--- src/rtl/core_run_ctrl.sv ---
// Benchmark run sequencer: holds the core in reset while the host preloads
// data memory, releases it, and counts RUN cycles until done or timeout.
module core_run_ctrl #(
  parameter int CW         = 16,
  parameter int MAX_CYCLES = 4000,
  parameter int RST_CYCLES = 2,
  parameter int AW         = 8,
  parameter int DW         = 8
) (
  input  logic          clk,
  input  logic          reset,
  input  logic          start,
  input  logic          abort,
  input  logic          host_we,
  input  logic [AW-1:0] host_addr,
  input  logic [DW-1:0] host_wdata,
  output logic          host_ack,
  output logic          core_reset,
  input  logic          core_done,
  input  logic          core_mem_we,
  input  logic [AW-1:0] core_mem_addr,
  input  logic [DW-1:0] core_mem_wdata,
  output logic          mem_we,
  output logic [AW-1:0] mem_addr,
  output logic [DW-1:0] mem_wdata,
  output logic          busy,
  output logic          finished,
  output logic          timed_out,
  output logic [CW-1:0] cycle_count
);
  localparam logic [2:0] S_IDLE    = 3'd0;
  localparam logic [2:0] S_HOLD    = 3'd1;
  localparam logic [2:0] S_RUN     = 3'd2;
  localparam logic [2:0] S_DONE    = 3'd3;
  localparam logic [2:0] S_TIMEOUT = 3'd4;

  localparam int HW = (RST_CYCLES > 1) ? $clog2(RST_CYCLES) : 1;
  localparam logic [HW-1:0] HOLD_LAST = HW'(RST_CYCLES - 1);
  localparam logic [CW-1:0] CNT_MAX   = CW'(MAX_CYCLES);

  logic [2:0]    r_state;
  logic [HW-1:0] r_hold_cnt;
  logic [CW-1:0] r_cnt;
  logic [CW-1:0] w_cnt_inc;
  logic          w_host_ok;
  logic          w_run;

  assign w_cnt_inc = r_cnt + 1'b1;

  always_ff @(posedge clk) begin
    if (!reset) begin
      r_state    <= S_IDLE;
      r_hold_cnt <= '0;
      r_cnt      <= '0;
    end else if (abort) begin
      r_state <= S_IDLE;
    end else begin
      case (r_state)
        S_IDLE, S_DONE, S_TIMEOUT: begin
          if (start) begin
            r_state    <= S_HOLD;
            r_hold_cnt <= '0;
            r_cnt      <= '0;
          end
        end
        S_HOLD: begin
          r_hold_cnt <= r_hold_cnt + 1'b1;
          if (r_hold_cnt == HOLD_LAST) r_state <= S_RUN;
        end
        S_RUN: begin
          // The halting cycle is not counted; done also beats the timeout.
          if (core_done) begin
            r_state <= S_DONE;
          end else begin
            r_cnt <= w_cnt_inc;
            if (w_cnt_inc == CNT_MAX) r_state <= S_TIMEOUT;
          end
        end
        default: r_state <= S_IDLE;
      endcase
    end
  end

  assign w_run     = (r_state == S_RUN);
  assign w_host_ok = (r_state == S_IDLE) || (r_state == S_DONE) || (r_state == S_TIMEOUT);

  assign host_ack    = host_we & w_host_ok;
  assign mem_we      = w_run ? core_mem_we    : (host_we & w_host_ok);
  assign mem_addr    = w_run ? core_mem_addr  : host_addr;
  assign mem_wdata   = w_run ? core_mem_wdata : host_wdata;
  assign core_reset  = !w_run;
  assign busy        = (r_state == S_HOLD) || w_run;
  assign finished    = (r_state == S_DONE);
  assign timed_out   = (r_state == S_TIMEOUT);
  assign cycle_count = r_cnt;
endmodule
--- config.mk ---
export PLATFORM = sky130hd
export DESIGN_NAME = core_run_ctrl
export DESIGN_NICKNAME = d
export VERILOG_FILES = /design/src/rtl/core_run_ctrl.sv
export SDC_FILE = /design/constraint.sdc
export NUM_CORES = 1
export LEC_CHECK = 0
export CORE_MARGIN = 5
export CORE_UTILIZATION = 34
export DETAILED_ROUTE_END_ITERATION = 7
export PLACE_DENSITY = 0.69
export SLEW_MARGIN = 10
export SYNTH_ARGS = -nofsm -noshare
export SYNTH_HDL_FRONTEND = slang
export SYNTH_SLANG_ARGS = --single-unit
--- constraint.sdc ---
create_clock -name clk -period 2.76 [get_ports clk]
set_input_delay 0.276 -clock clk [delete_from_list [all_inputs] [get_ports clk]]
set_output_delay 0.276 -clock clk [all_outputs]
set_load 0.005 [all_outputs]
==> flow_metrics.tcl, run 1 <==
set metrics [dict create \
    end_kind "output pin" \
    die_area_um2 5917 \
    antenna_found_initial 0 \
    root_buffer "clkbuf_8" \
    io_buffers 76 \
    cp_max_fo 17 \
    drive_gt1_share_pct 4.902 \
    period_share_pct 88.48 \
    hold_buffers 0 \
    hold_path_depth 1 \
    yosysTopAreaCell "dfxtp_1" \
    syn-instance-count 234 \
    totalWireLength_um 4928 \
    drt_iter0_drc 112 \
    die_h_um 76.92 \
    synth_top_area_share_pct 26.29 \
    slew_headroom_pct 51.44 \
    outcome "finished clean" \
    max_cap_violations 0 \
    mostFrequentLayoutCells "clkdlybuf4s50_1 (76), nand2_1 (68), nor2_1 (25)" \
    syn-num-nets 275 \
    hold_start "cycle_count[11]" \
    pwr_density_cell_nw_per_um2 272.9 \
    ys_ff_latch 20 \
    num_rows 24 \
    antenna_left 0 \
    nets 348 \
    period_minus_slack_ns 2.442 \
    finalInstanceArea_um2 2379 \
    n_fill_cell 430 \
    setup.worst_path.class "flip-flop to output pin" \
    yosys-top-cells-area "dfxtp_1 (26%), nand2_1 (17%), o21ai_0 (6.2%)" \
    hpwl_um 3677 \
    ios 77 \
    postCtsSetupRepairBufs 0 \
    die_w_um 76.92 \
    area_growth_pct 56.20 \
    hp-class "flip-flop to flip-flop" \
    async_reset_ff_share_pct 0 \
    multi_input_area_um2 1052 \
    num_vias 1853 \
    cts.sinks 20 \
    hold_viol 0 \
    start_util_pct 34.97 \
    crit_required_ns 2.48 \
    grt_pass1_wl_um 8107 \
    synth_edf_count 0 \
    place.gp.congestion 0.7758 \
    yosysWarningCount 0 \
    p_leak_nw 0.9156 \
    cts_buffer_depth 2 \
    finalPower_w 0.0006490 \
    min_to "cycle_count[11]" \
    first_pass_iters 4 \
    synth_flop_cell "dfxtp_1" \
    slew_viol_final 0 \
    grt_max_degree 23 \
    r2r_slack_ns 0.49 \
    hold_ws_ns 0.4989 \
    cts_tree "done" \
    cts_resized 0 \
    syn_area_um2 1523 \
    avgSynthCellArea_um2 6.507 \
    core_um2 4354 \
    post_drt_wl_per_cell_um 13.77 \
    grtUsageTotal_pct 16.33 \
    routed_via_density 5.176 \
    numCtsBuffers 3 \
    setup_viol 0 \
    clkTransAtPathRegs_ns 0.08 \
    reg2reg_depth 7 \
    max_freq_mhz 409.5 \
    grt_overflow 0 \
    worst_pin_slew_ns 0.7258 \
    setup_tns_ns 0 \
    mostFrequentLayoutCell "clkdlybuf4s50_1" \
    startpoint_type "flip-flop" \
    drc 0 \
    placed_cell_area_um2 2323 \
    insertion_delay_ns 0.26 \
    rsz0062_at_grt "no" \
    r2r-end "r_state[1]" \
    seq_area_um2 400.4 \
    synth_cell_types 47 \
    skew_ns 0.001999 \
    h-tree-depth 1 \
    ir_drop_v 0.0001772 \
    yosysSeqAreaShare_pct 26.29 \
    num_antenna_cells 0 \
    crit_arrival_ns 2.17 \
    r2r_start "cycle_count[1]" \
    grt_pass1_vias 1642 \
]
registers in the layout (all words and copies together), names as in the netlist:
signal	count
r_state	3
cycle_count	16
r_hold_cnt	1
per-layer routing:
layer  GRT usage, %  part of all wire, %  vias up
met4          5.420                 0.77        0
met3          3.279                  7.8        4
met1          23.30                   49      816
li1               -                    -      954
met2          24.28                   42       79
met5              0                    0        -
worst max-delay path by stage:
stage | from | end | slack [ns] | cells past startpoint
floorplan | cycle_count[0] | r_state[1] | 0.79 | 7
global placement | cycle_count[0] | r_state[1] | 0.58 | 7
detailed placement | cycle_count[0] | r_state[1] | 0.54 | 7
CTS | r_state[1] | mem_addr[6] | 0.30 | 5
global route | r_state[1] | mem_addr[1] | 0.13 | 5
finish | r_state[1] | mem_addr[6] | 0.32 | 5
critical path, cell delays in order (launching register included):
cell and delay [ns]:
dfxtp_1 0.52, nor3b_2 0.26, clkinv_1 0.41, nand2_1 0.22, nand2_1 0.07, clkdlybuf4s50_1 0.44
cell usage after synthesis (2+ instances only):
cell / instances
nor3_1: 6
ha_1: 2
nand3_1: 5
inv_1: 5
or3_1: 2
buf_2: 2
clkbuf_1: 7
a21o_1: 4
a31oi_1: 6
a21oi_1: 12
nor2b_1: 5
dfxtp_1: 20
and3_1: 2
a21boi_1: 3
nand4_1: 4
nor2_1: 25
and4_1: 2
and2_1: 4
o21a_1: 3
o21ai_0: 19
xnor2_1: 2
nor4_1: 2
nand2_1: 68
cell families after synthesis:
| family | count (synthesis) | synth area share (%) |
|---|---|---|
| xor+xnor | 3 | 1.726 |
| flops | 20 | 26.29 |
| compound gates | 57 | 24.32 |
| simple gates | 134 | 40.76 |
| fa+ha+maj | 2 | 1.643 |
| buf+inv | 17 | 4.602 |
| mux | 1 | 0.6574 |
where the power goes:
part           total, W  internal, W  switching, W  leakage (nW)
Combinational  0.000125    0.0000858     0.0000395         0.726
Sequential     0.000293     0.000289    0.00000313         0.161
Clock          0.000231     0.000127      0.000104        0.0288
Total          0.000649     0.000502      0.000147         0.916
stage by stage:
step           setup WS [ns]  utilization (%)  cells
2_1_floorplan         0.7920                -    234
3_3_place_gp          0.5830            53.36    354
3_5_place_dp          0.5399            53.36    354
4_1_cts               0.2970            54.63    358
5_1_grt               0.1260            54.63    358
6_report              0.3179            54.63    358
final cells by class:
class                   count  share of cell area [%]
clock buffers               4                   2.315
inverters                   6                  0.9469
multi-input cells         197                   44.24
flip-flops and latches     20                   16.83
well taps                  52                   2.735
repair buffers             79                   32.93
Note: power is estimated with default switching activity, not from simulation.
==> inputs of run 2 (changes only) <==
Settings changed: ABC_AREA from default to 1.
==> run 2 against run 1 <==
  * Sequential share of layout area is 0.062 points lower
  * Highest routed layer unchanged
  * Final cell count is 13% higher
  * Die area is 0.14% lower
  * Via count is 1.9% higher
  * Global-route usage is 0.93 points lower
==> flow_metrics.tcl, run 2 <==
set metrics [dict create \
    period_minus_slack_ns 2.166 \
    grt_pass1_vias 1781 \
    finalInstanceArea_um2 2387 \
    root_buffer "clkbuf_8" \
    numPlacedInstances 401 \
    largest_reg_flops 16 \
    worst_slack_ns 0.5938 \
    p_clk_share_pct 30.7 \
    postCtsSetupRepairBufs 0 \
    numCtsBuffers 3 \
    reg2reg_depth 12 \
    crit_required_ns 2.48 \
    grt_max_degree 23 \
    synth_most_common_cell "nand2_1" \
    hp-class "flip-flop to flip-flop" \
    synth_cell_types 23 \
    outcome "finished clean" \
    yosys-top-cells-count "nand2_1 (129), inv_1 (27), nor2_1 (23)" \
    placed_cell_area_um2 2332 \
    drc 0 \
    drt_iter0_drc 136 \
    post_drt_wl_per_cell_um 11.26 \
    synth_flop_cell "dfxtp_1" \
    core_um2 4354 \
    cts_tree "done" \
    crit_arrival_ns 1.89 \
    grtUsageTotal_pct 15.39 \
    slew_viol_final 0 \
    stdcell_count 405 \
    h-tree-depth 1 \
    slew_headroom_pct 60.51 \
    grt_pass1_wl_um 7617 \
    yosysSeqAreaShare_pct 26.34 \
    setup_viol 0 \
    end_kind "output pin" \
    totalWireLength_um 4561 \
    preCtsSetupSlack_ns 0.8308 \
    hpwl_um 3597 \
    ys_ff_latch 20 \
    pwr-share-seq_pct 39.9 \
    hold_viol 0 \
    synth_edf_count 0 \
    mostFrequentLayoutCell "nand2_1" \
    start_util_pct 34.91 \
    pwr_density_cell_nw_per_um2 319.0 \
    async_reset_ff_share_pct 0 \
    fin_util_pct 54.83 \
    mostFrequentLayoutCells "nand2_1 (129), clkdlybuf4s50_1 (76), inv_1 (27)" \
    max_freq_mhz 461.6 \
    r2r_slack_ns 0.90 \
    antenna_left 0 \
    num_rows 24 \
    nets 395 \
    die_w_um 76.87 \
    drive_gt1_share_pct 5.666 \
    p_sw_w 0.0002092 \
    swShare_pct 27.48 \
    skew_ns 0.003802 \
    setup.worst_path.class "flip-flop to output pin" \
    setup_tns_ns 0 \
    r2r-end "r_state[1]" \
    place.gp.congestion 0.8433 \
    insertion_delay_ns 0.27 \
    period_share_pct 78.49 \
    syn_area_um2 1520 \
    hold_buffers 0 \
    io_buffers 76 \
    critPathCapture "mem_wdata[1]" \
    syn-num-nets 319 \
    num_vias 1889 \
    die_h_um 76.87 \
    yosysWarningCount 0 \
    combinationalPowerShare_pct 29.5 \
    first_pass_iters 4 \
    antenna_found_initial 0 \
    synth_top_area_share_pct 31.85 \
    p_int_w 0.0005522 \
    crit_start "r_state[1]" \
    rsz0062_at_grt "no" \
    ios 77 \
    max_cap_violations 0 \
    cp_max_fo 20 \
    cts.sinks 20 \
    cts_resized 0 \
    syn-instance-count 278 \
    area_growth_pct 57.04 \
    p_leak_nw 0.9675 \
    worst_pin_slew_ns 0.5917 \
    n_fill_cell 441 \
    cts_buffer_depth 2 \
    yosysTopAreaCell "nand2_1" \
    num_antenna_cells 0 \
    clkTransAtPathRegs_ns 0.08 \
    hold_path_depth 2 \
    r2r_start "cycle_count[0]" \
    ir_drop_v 0.0001787 \
    startpoint_type "flip-flop" \
    routed_via_density 4.664 \
    grt_overflow 0 \
    yosys-top-cells-area "nand2_1 (32%), dfxtp_1 (26%), a21oi_1 (6.9%)" \
    avgSynthCellArea_um2 5.468 \
    die_area_um2 5908 \
]
[run 2: cell count changes in the layout (fill, tap and decap cells not counted), sizes merged, moves of 5 or more]
cell and delta:
nand2 +63, nor3 -6, a21oi +9, nand3 +12, nor2b -5, inv +25
a31oi -6, o21ai -12
[run 2: area by class of cell]
| class | count | area, um2 | share of cell area [%] |
|---|---|---|---|
| clock buffer | 4 | 55.05 | 2.306 |
| timing repair buffer | 78 | 775.7 | 32.49 |
| tap | 52 | 65.06 | 2.725 |
| sequential | 20 | 400.4 | 16.77 |
| inverter | 30 | 112.6 | 4.717 |
| multi-input combinational | 221 | 978.4 | 40.99 |
[run 2: how the worst min path moves through the flow]
stage,start,slack (ns),to
after CTS,cycle_count[15],0.52,cycle_count[15]
final,cycle_count[15],0.52,cycle_count[15]
after detailed placement,cycle_count[13],0.51,cycle_count[13]
after global placement,cycle_count[15],0.49,cycle_count[15]
after floorplan,reset,0.41,cycle_count[0]
after global routing,cycle_count[15],0.55,cycle_count[15]
[run 2: logic make-up (layout without fill, tap and decap cells)]
group                      after synthesis  count (layout)  share of synthesized area, %
buffers and inverters                   37             112                         9.301
xor gates and xnor gates                 1               1                        0.5762
AOI/OAI and AO/OA                       32              32                         11.11
and+or+nand+nor                        186             186                         51.03
DFF                                     20              20                         26.34
adders and majority gates                2               2                         1.646
[run 2: layer usage]
layer  vias up  track usage (%)  wire length [um]
met5         -                0                 0
met4         0            4.371                48
met3         6            5.621               473
met2        67            27.76              2146
met1       795            16.65              1892
li1       1021                -                 -
[run 2: through the flow]
step	total power, W	hold WS, ns
floorplan	0.0003990	0.4144
CTS	0.0007715	0.5223
global placement	0.0005372	0.4931
global route	0.0008096	0.5483
finish	0.0007615	0.5180
detailed placement	0.0005380	0.5066
[run 2: power groups by stage]
stage	logic, W	clock network, W	registers [W]
6_report	0.000224	0.000234	0.000303
5_1_grt	0.000252	0.000253	0.000305
4_1_cts	0.000229	0.000239	0.000303
3_5_place_dp	0.000228	0	0.000310
3_3_place_gp	0.000227	0	0.000310
2_1_floorplan	0.0000903	0	0.000309
[run 2: critical path, cell delays in order (launching register included)]
cell and delay, ns:
dfxtp_1 0.33, inv_1 0.10, nor3_2 0.05, inv_1 0.44, nand2_1 0.10, nand2_1 0.09
clkdlybuf4s50_1 0.50
==> inputs of run 3 (changes only) <==
Settings changed: PLACE_DENSITY 0.69 to 0.72.
Clock period 2.76 ns to 1.9 ns, I/O delays scaled along.
==> run 3 against run 2 <==
  * Core utilization is 5.6 points higher
  * Final cell count is 4.7% higher
  * Die area stayed put
  * Clock power is 86% higher
  * Sequential power is 46% higher
  * Design area is 10% higher
  * Critical path type unchanged
  * Critical endpoint is now mem_wdata[4]
==> flow_metrics.tcl, run 3 (synthesis results as in run 2) <==
set metrics [dict create \
    nets 414 \
    core_um2 4354 \
    period_minus_slack_ns 1.837 \
    outcome "finished clean" \
    numCtsBuffers 3 \
    mostFrequentLayoutCells "nand2_1 (128), clkdlybuf4s50_1 (57), inv_1 (25)" \
    cts_buffer_depth 2 \
    worst_pin_slew_ns 0.3245 \
    io_buffers 76 \
    hp-class "flip-flop to flip-flop" \
    max_cap_violations 0 \
    first_pass_iters 4 \
    startpoint_type "flip-flop" \
    crit_chain "inv_2 > nor3_4 > buf_6 > clkinvlp_4 > buf_4 > nand2_1 > nand2_1 > dlygate4sd2_1" \
    slew_headroom_pct 78.34 \
    swShare_pct 26.32 \
    h-tree-depth 1 \
    ir_drop_v 0.0002225 \
    drive_gt1_share_pct 13.71 \
    grt_overflow 0 \
    hold_viol 0 \
    place.gp.congestion 0.8298 \
    n_fill_cell 409 \
    num_vias 2049 \
    p_clk_share_pct 35.3 \
    p_sw_w 0.0003257 \
    crit_required_ns 1.71 \
    dr_wl_met3_um 491 \
    slowest_delay_ns 0.37 \
    area_growth_pct 73.00 \
    hpwl_um 3748 \
    end_kind "output pin" \
    combinationalPowerShare_pct 28.9 \
    cp_max_fo 5 \
    setup.worst_path.class "flip-flop to output pin" \
    cts_tree "done" \
    num_rows 24 \
    grtUsageTotal_pct 16.14 \
    crit_buf_inv 5 \
    grt_pass1_vias 1851 \
    dr_wl_met2_um 2645 \
    grt_max_degree 23 \
    post_drt_wl_per_cell_um 12.36 \
    highest_layer "met4" \
    crit_path_frequent_cell "nand2_1" \
    wl_met1_um 2062 \
    totalWireLength_um 5240 \
    antenna_left 0 \
    skew_ns 0.007328 \
    die_h_um 76.87 \
    clkTransAtPathRegs_ns 0.08 \
    pwr_density_cell_nw_per_um2 470.5 \
    hold_ws_ns 0.5113 \
    die_w_um 76.87 \
    crit_family "buffers and inverters" \
    mostFrequentLayoutCell "nand2_1" \
    insertion_delay_ns 0.27 \
    largest_reg_flops 16 \
    hold_buffers 0 \
    die_area_um2 5908 \
    start_util_pct 34.91 \
    cts.sinks 20 \
    drc 0 \
    crit_arrival_ns 1.65 \
    rsz0062_at_grt "yes" \
    ios 77 \
    p_int_w 0.0009116 \
    root_buffer "clkbuf_8" \
    max_freq_mhz 544.2 \
    pwr-share-seq_pct 35.8 \
    slew_viol_final 0 \
    finalPower_w 0.001237 \
    period_share_pct 96.71 \
    p_leak_nw 1.133 \
    num_antenna_cells 0 \
    setup_viol 0 \
    critPathSlowestCell "dfxtp_2" \
    grt_pass1_wl_um 8045 \
    routed_via_density 4.833 \
    drt_iter0_drc 92 \
    antenna_found_initial 0 \
]
## run 3: worst paths after layout
path	end	start	depth (start not counted)	slack, ns
max	mem_wdata[4]	r_state[1]	8	0.06
min	cycle_count[4]	cycle_count[4]	2	0.51
max reg2reg	cycle_count[11]	r_state[1]	11	0.16
min reg2reg	cycle_count[4]	cycle_count[4]	2	0.51
## run 3: layout make-up
cell class,instances,area [um2],share of cell area (%)
Sequential cell,20,405.4,15.41
Inverter,30,118.9,4.520
Clock inverter,1,30.03,1.142
Multi-Input combinational cell,221,1017,38.68
Tap cell,52,65.06,2.474
Timing Repair inverter,3,22.52,0.8563
Clock buffer,3,41.29,1.570
Timing Repair Buffer,94,929.6,35.35
## run 3: worst register-to-register path: stages, from the launching register on
cell,delay [ns]
dfxtp_2,0.37
inv_2,0.07
nor3_4,0.14
buf_6,0.18
clkinvlp_4,0.13
buf_4,0.15
nor2_1,0.07
inv_1,0.06
nor2_1,0.10
buf_4,0.20
nand2_1,0.07
a21oi_1,0.14
## run 3: metrics by stage
stage               instances  instance area, um2  TNS (ns)  worst slack (ns)  util, %
finish                    424                2630         0           0.06254    60.40
global route              424                2630   -0.1882          -0.03601    60.40
CTS                       414                2480   -0.5736           -0.1004    56.95
detailed placement        405                2362         0           0.08356    54.25
global placement          405                2362         0            0.1488    54.25
floorplan                 278                1520         0            0.2469        -
## run 3: power by group through the flow
stage	Clock [W]	Sequential (W)	Combinational [W]
2_1_floorplan	0	0.000449	0.000131
3_3_place_gp	0	0.000449	0.000336
6_report	0.000436	0.000443	0.000358
5_1_grt	0.000471	0.000445	0.000400
4_1_cts	0.000444	0.000441	0.000338
3_5_place_dp	0	0.000450	0.000338
## run 3: layer usage
layer / GRT usage [%] / up-vias
met4: 4.021 / 0
met5: 0 / -
met3: 7.143 / 6
li1: - / 1063
met2: 28.86 / 67
met1: 17.14 / 913
## run 3: what timing repair did
item,4_1_cts,5_1_grt
setup endpoints to repair,19,19
gates resized for setup,22,21
pin swaps,1,2
cloned,2,2
buffers inserted,3,8
